[config.mk]
export PLATFORM = sky130hd
export DESIGN_NAME = mem_arbiter
export DESIGN_NICKNAME = d
export VERILOG_FILES = /design/src/rtl/mem_arbiter.sv
export SDC_FILE = /design/constraint.sdc
export NUM_CORES = 1
export LEC_CHECK = 0
export BUFFER_PORTS_ARGS = -buffer_cell sky130_fd_sc_hd__buf_2
export CAP_MARGIN = 25
export CORE_AREA = 2 2 101 103
export DETAILED_ROUTE_END_ITERATION = 10
export DIE_AREA = 0 0 103 105
export PLACE_DENSITY_LB_ADDON = 0.08
export SLEW_MARGIN = 20
export SYNTH_ARGS = -nofsm -noshare
export SYNTH_HDL_FRONTEND = slang
export SYNTH_SLANG_ARGS = --single-unit
export TNS_END_PERCENT = 1
[constraint.sdc]
create_clock -name clk -period 1.7 [get_ports clk]
set_input_delay 0.085 -clock clk [delete_from_list [all_inputs] [get_ports clk]]
set_output_delay 0.085 -clock clk [all_outputs]
set_load 0.02 [all_outputs]
[src/rtl/mem_arbiter.sv]
// Shares one synchronous RAM port between instruction fetch and data access.
// Grants are combinational, contention is round-robin; read data returns one cycle after the grant.
module mem_arbiter #(
   parameter int ADDR_WIDTH = 30,
   parameter int DATA_WIDTH = 32
) (
   input  logic                  clk,
   input  logic                  reset,
   input  logic                  i_req,
   input  logic [ADDR_WIDTH-1:0] i_addr,
   output logic                  i_gnt,
   output logic                  i_rvalid,
   output logic [DATA_WIDTH-1:0] i_rdata,
   input  logic                  i_flush,
   input  logic                  d_req,
   input  logic                  d_we,
   input  logic [ADDR_WIDTH-1:0] d_addr,
   input  logic [DATA_WIDTH-1:0] d_wdata,
   output logic                  d_gnt,
   output logic                  d_rvalid,
   output logic [DATA_WIDTH-1:0] d_rdata,
   output logic [ADDR_WIDTH-1:0] ram_addr,
   output logic [DATA_WIDTH-1:0] ram_din,
   output logic                  ram_re,
   output logic                  ram_we,
   input  logic [DATA_WIDTH-1:0] ram_dout,
   output logic                  busy
);

   typedef enum logic {WIN_I = 1'b0, WIN_D = 1'b1} winner_e;

   winner_e last_q, last_d;
   logic    pend_i_q, pend_i_d;
   logic    pend_d_q, pend_d_d;
   logic    busy_q, busy_d;

   // Under contention the requester that did not win last time goes first.
   assign i_gnt = ~reset & i_req & (~d_req | (last_q == WIN_D));
   assign d_gnt = ~reset & d_req & (~i_req | (last_q == WIN_I));

   always_comb begin
      ram_addr = '0;
      ram_din  = '0;
      ram_re   = 1'b0;
      ram_we   = 1'b0;
      if (i_gnt) begin
         ram_addr = i_addr;
         ram_re   = 1'b1;
      end else if (d_gnt) begin
         ram_addr = d_addr;
         ram_re   = ~d_we;
         ram_we   = d_we;
         ram_din  = d_we ? d_wdata : '0;
      end
   end

   always_comb begin
      pend_i_d = i_gnt;
      pend_d_d = d_gnt & ~d_we;
      busy_d   = pend_i_d | pend_d_d;
      last_d   = last_q;
      if (i_gnt)      last_d = WIN_I;
      else if (d_gnt) last_d = WIN_D;
   end

   always_ff @(posedge clk) begin
      if (reset) begin
         pend_i_q <= 1'b0;
         pend_d_q <= 1'b0;
         busy_q   <= 1'b0;
         last_q   <= WIN_D;
      end else begin
         pend_i_q <= pend_i_d;
         pend_d_q <= pend_d_d;
         busy_q   <= busy_d;
         last_q   <= last_d;
      end
   end

   // A flush drops the fetch granted last cycle; reset drops any read granted before it.
   assign i_rvalid = pend_i_q & ~i_flush & ~reset;
   assign d_rvalid = pend_d_q & ~reset;
   assign i_rdata  = i_rvalid ? ram_dout : '0;
   assign d_rdata  = d_rvalid ? ram_dout : '0;
   assign busy     = busy_q & ~reset;

endmodule

* Word level (Yosys, flattened, before mapping)
Index checks and enable logic that the tools add are counted.
** Storage, ports and cells
- Register bits :: 4
- Output and inout bits :: 133
** Cells by class
- Muxes and demuxes :: 13
- Bitwise logic cells :: 18
- Reduce and logical (&&, ||, !) cells :: 1
** Operators by type and width (count)
- two-way mux 32 bit :: 5
- two-way mux 30 bit :: 2
- bitwise AND 1 bit :: 9
- two-way mux 1 bit :: 6
- NOT 1 bit :: 6
- bitwise OR 1 bit :: 3
- nonzero test 2 bit :: 1

* Longest topological paths before layout
- Depth after elaboration :: 5
- Mapped depth :: 5
- Depth with buffers taken out :: 3

* Least setup slack after synthesis
OpenSTA, ideal clock, no wires.
- Path type :: register to output
- From :: reg pend_i_q
- To :: out i_rdata[22]
- Arrival time :: 1.302 ns
- Data required time :: 1.615 ns
- Slack :: 0.313 ns
- Cell stages (with the launch flop) :: 4
- Cells stage by stage :: dfxtp_1 -> nor3b_1 -> clkbuf_1 -> and2_1
** Between the ends
- Word-level cells in the longest chain between the ends :: 3
** Ends and longest elaborated chain
- start: declaration :: line 33 : logic pend_i_q, pend_i_d;
- start signal: assignment :: line 73 : pend_i_q <= pend_i_d;
- bitwise AND 1 bit (2 in series) :: line 81 : assign i_rvalid = pend_i_q & ~i_flush & ~reset;
- via i_rvalid :: line 12 : output logic i_rvalid,
- two-way mux 32 bit :: line 83 : assign i_rdata = i_rvalid ? ram_dout : '0;
- end: declaration :: line 13 : output logic [DATA_WIDTH-1:0] i_rdata,
The timed path passes the listed nets, and every way through them passes these cells.

* Worst setup path after layout
- From :: reg last_q
- To :: out ram_din[30]
** Between the ends
- Word-level cells in the longest chain between the ends :: 5
** Ends and longest elaborated chain
- start: declaration :: line 32 : winner_e last_q, last_d;
- start signal: assignment :: line 76 : last_q <= last_d;
- NOT 1 bit :: line 39 : assign d_gnt = ~reset & d_req & (~i_req | (last_q == WIN_I));
- bitwise OR 1 bit :: line 39
- bitwise AND 1 bit :: line 39
- two-way mux 32 bit :: line 49 : end else if (d_gnt) begin
- two-way mux 32 bit (*) :: line 46 : if (i_gnt) begin
- end: declaration :: line 23 : output logic [DATA_WIDTH-1:0] ram_din,
Mark *: on every way between the ends. The rest lies on a longest branch, timed or not.

==> results.tsv <==
stage	metric	value	unit
synth	yosys.area.top_type	and2_1	
placed_design	port_buffers	262	
timing	timing.fmax	638	MHz
worst_setup_path	cp_max_fo	33	
floorplan	die_h	105	µm
global_route	grt_max_degree	34	
run_status	status	finished clean	
timing	tns	0	ns
clocking	path_clk_slew	0.03	ns
route	num_vias	2350	
power_and_ir_drop	seqPwrFrac	12.3	%
flow_run	max-cap-violations	0	
synth	synth_area_per_cell	6.24	µm²
synth	ys_types	15	
placed_design	dp.cells	582	
min_path	worst_hold_path_type	input pin to flip-flop	
synth	ys.flop_type	dfxtp_1	
worst_setup_path	cp_cell_sequence	and2_1 > and4bb_2 > buf_6 > and2_1 > buf_2	
clocking	postCtsSetupBuffers	0	
synth	synth_most_common_cell	and2_1	
finish	final_core_util	28.6	%
finish	fillers	1121	
clocking	clock_latency	0.21	ns
timing	setup_viol	0	
timing	clock_skew	0.00264	ns
synth	synth_warnings	0	
floorplan	dieWidth	103	µm
worst_setup_path	endpoint_kind	output pin	
floorplan	num_io_pins	263	
floorplan	initial_utilization	13.0	%
finish	drive_above_1_share	61.3	%
clocking	tritoncts	done	
synth	synth_edf_count	0	
power_and_ir_drop	clockPowerShare	23.1	%
synth	synthesis.nets	331	
route	finalWirelength	7.13	mm
timing	rsz0062_at_grt	no	
synth	synth_area_leaders	and2_1 48%, a32oi_1 21%, nor2_1 9.6%	
global_route	grtUsageTotal	11.8	%
clocking	cts-root-buf	clkbuf_8	
floorplan	rows	36	
route	wl_per_cell	12.2	µm
timing	period_minus_slack	1.57	ns
power_and_ir_drop	power_per_cell_area	304	mW/mm²
worst_setup_path	cp-start-kind	flip-flop	
worst_setup_path	crit_type	flip-flop to output pin	
power_and_ir_drop	power_frac_comb	64.6	%
placed_design	place_hpwl	5.97	mm
global_route	antenna_found_initial	0	
finish	final_nets	584	
finish	antenna_cells	0	
power_and_ir_drop	ir_drop	0.144	mV
worst_setup_path	slowest_stage	dfxtp_1	
route	via_per_inst	4.02	
timing	worst_slew_pin_slew	0.326	ns
clocking	numCtsBuffers	3	
synth	synthTopCellsByCount	97 x and2_1, 32 x nor2_1, 30 x a32oi_1	
route	dr.pass1.iters	4	
global_route	first_global_vias	2139	
synth	syn_inst	201	
route	drc	0	
worst_setup_path	crit_arrival	1.48	ns
timing	post-route-period-util	92.1	%
worst_setup_path	cp_common_cell	and2_1	
timing	whs	0.0603	ns
power_and_ir_drop	power.internal	492	µW
route	ant_nets	0	
clocking	h-tree-depth	1	
power_and_ir_drop	p_leak	0.00175	µW
power_and_ir_drop	switchingPower	346	µW
power_and_ir_drop	switching_share	41.3	%
timing	hold_violations	0	
synth	synth-seq-cells	4	
timing	maxSlewViolCount	0	
floorplan	core_area	0.00964	mm²
synth	synth-async-reset-ratio	0	%
synth	synthDominantCellAreaShare	48.4	%
clocking	cts.path.max_buffers	2	
floorplan	die-area	0.0108	mm²
synth	yosysSeqAreaShare	6.39	%
placed_design	place_congestion	0.751	
worst_setup_path	crit_required	1.62	ns
global_route	grt_pass1_wl	10.3	mm
synth	synthesis.area	0.00125	mm²
finish	instances_no_fill	585	
global_route	overflow	0	
clocking	cts_num_sinks	4	
finish	area_growth	120	%
worst_setup_path	max_stage_delay	0.32	ns
timing	maxSlewHeadroom	78.3	%
route	drt_iter0_drc	95	
-- power groups by stage --
stage          clock [µW]  combinational, µW  sequential, µW
2_1_floorplan           0                277             103
3_3_place_gp            0                547             104
3_5_place_dp            0                549             104
4_1_cts               202                550             103
5_1_grt               207                598             104
6_report              194                542             103
-- registers in the layout, indices dropped and copies added (netlist names) --
register,count
busy_q,1
last_q,1
pend_d_q,1
pend_i_q,1
-- through the flow --
stage | power [µW] | instance area, µm² | setup WS, ns
finish | 839 | 2760 | 0.134
detailed placement | 653 | 2720 | 0.290
CTS | 855 | 2760 | 0.0618
floorplan | 380 | 1250 | 0.313
global route | 909 | 2760 | 0.0290
global placement | 651 | 2720 | 0.311
-- area by class of cell --
| class | instances | area, µm² | share of cell area, % |
|---|---|---|---|
| repair buffers | 271 | 1380 | 50.1 |
| multi-input cells | 173 | 1090 | 39.4 |
| clock buffers | 3 | 41.3 | 1.50 |
| flip-flops and latches | 4 | 80.1 | 2.90 |
| inverters | 1 | 3.75 | 0.136 |
| well taps | 133 | 166 | 6.03 |
-- worst paths after layout --
path,depth (start not counted),slack (ns),to,start
min,2,0.06,pend_d_q$_SDFF_PP0_,d_we
max reg2reg,3,0.80,last_q$_SDFFE_PP1P_,last_q$_SDFFE_PP1P_
min reg2reg,2,0.52,last_q$_SDFFE_PP1P_,last_q$_SDFFE_PP1P_
max,5,0.13,ram_din[30],last_q$_SDFFE_PP1P_
-- layer usage --
metal | track usage [%] | part of all wire, %
met5 | 0 | 0
met4 | 1.97 | 0.59
met3 | 2.54 | 10
met2 | 23.9 | 55
met1 | 12.0 | 34
-- worst max-delay path, delay by kind of cell (launching register included) --
kind | cells | cell delay [ns]
buf+inv | 2 | 0.35
flops | 1 | 0.32
simple gates | 3 | 0.59
-- logic make-up (layout without fill, tap and decap cells) --
logic type             count (synthesis)  count (layout)  synth area share [%]
AOI/OAI and AO/OA                     34              34                  22.8
and+or+nand+nor                      139             139                  63.3
buffers and inverters                 24             275                  7.58
DFF                                    4               4                  6.39
-- timing repair --
action,CTS,global route
gates resized for setup,0,1
endpoints found under the setup margin,0,29
hold buffers,0,0
-- layout by cell type, fill, tap and decap left out, types with 2 or more instances in the layout --
cell type    n
buf_2      262
nand2_1      2
nand2b_1     2
a21oi_1      3
dfxtp_1      4
buf_4        8
nor2_1      32
a32oi_1     30
and2_1      97
clkbuf_8     3
nor2b_1      3
Note: power is estimated with default switching activity, not from simulation.
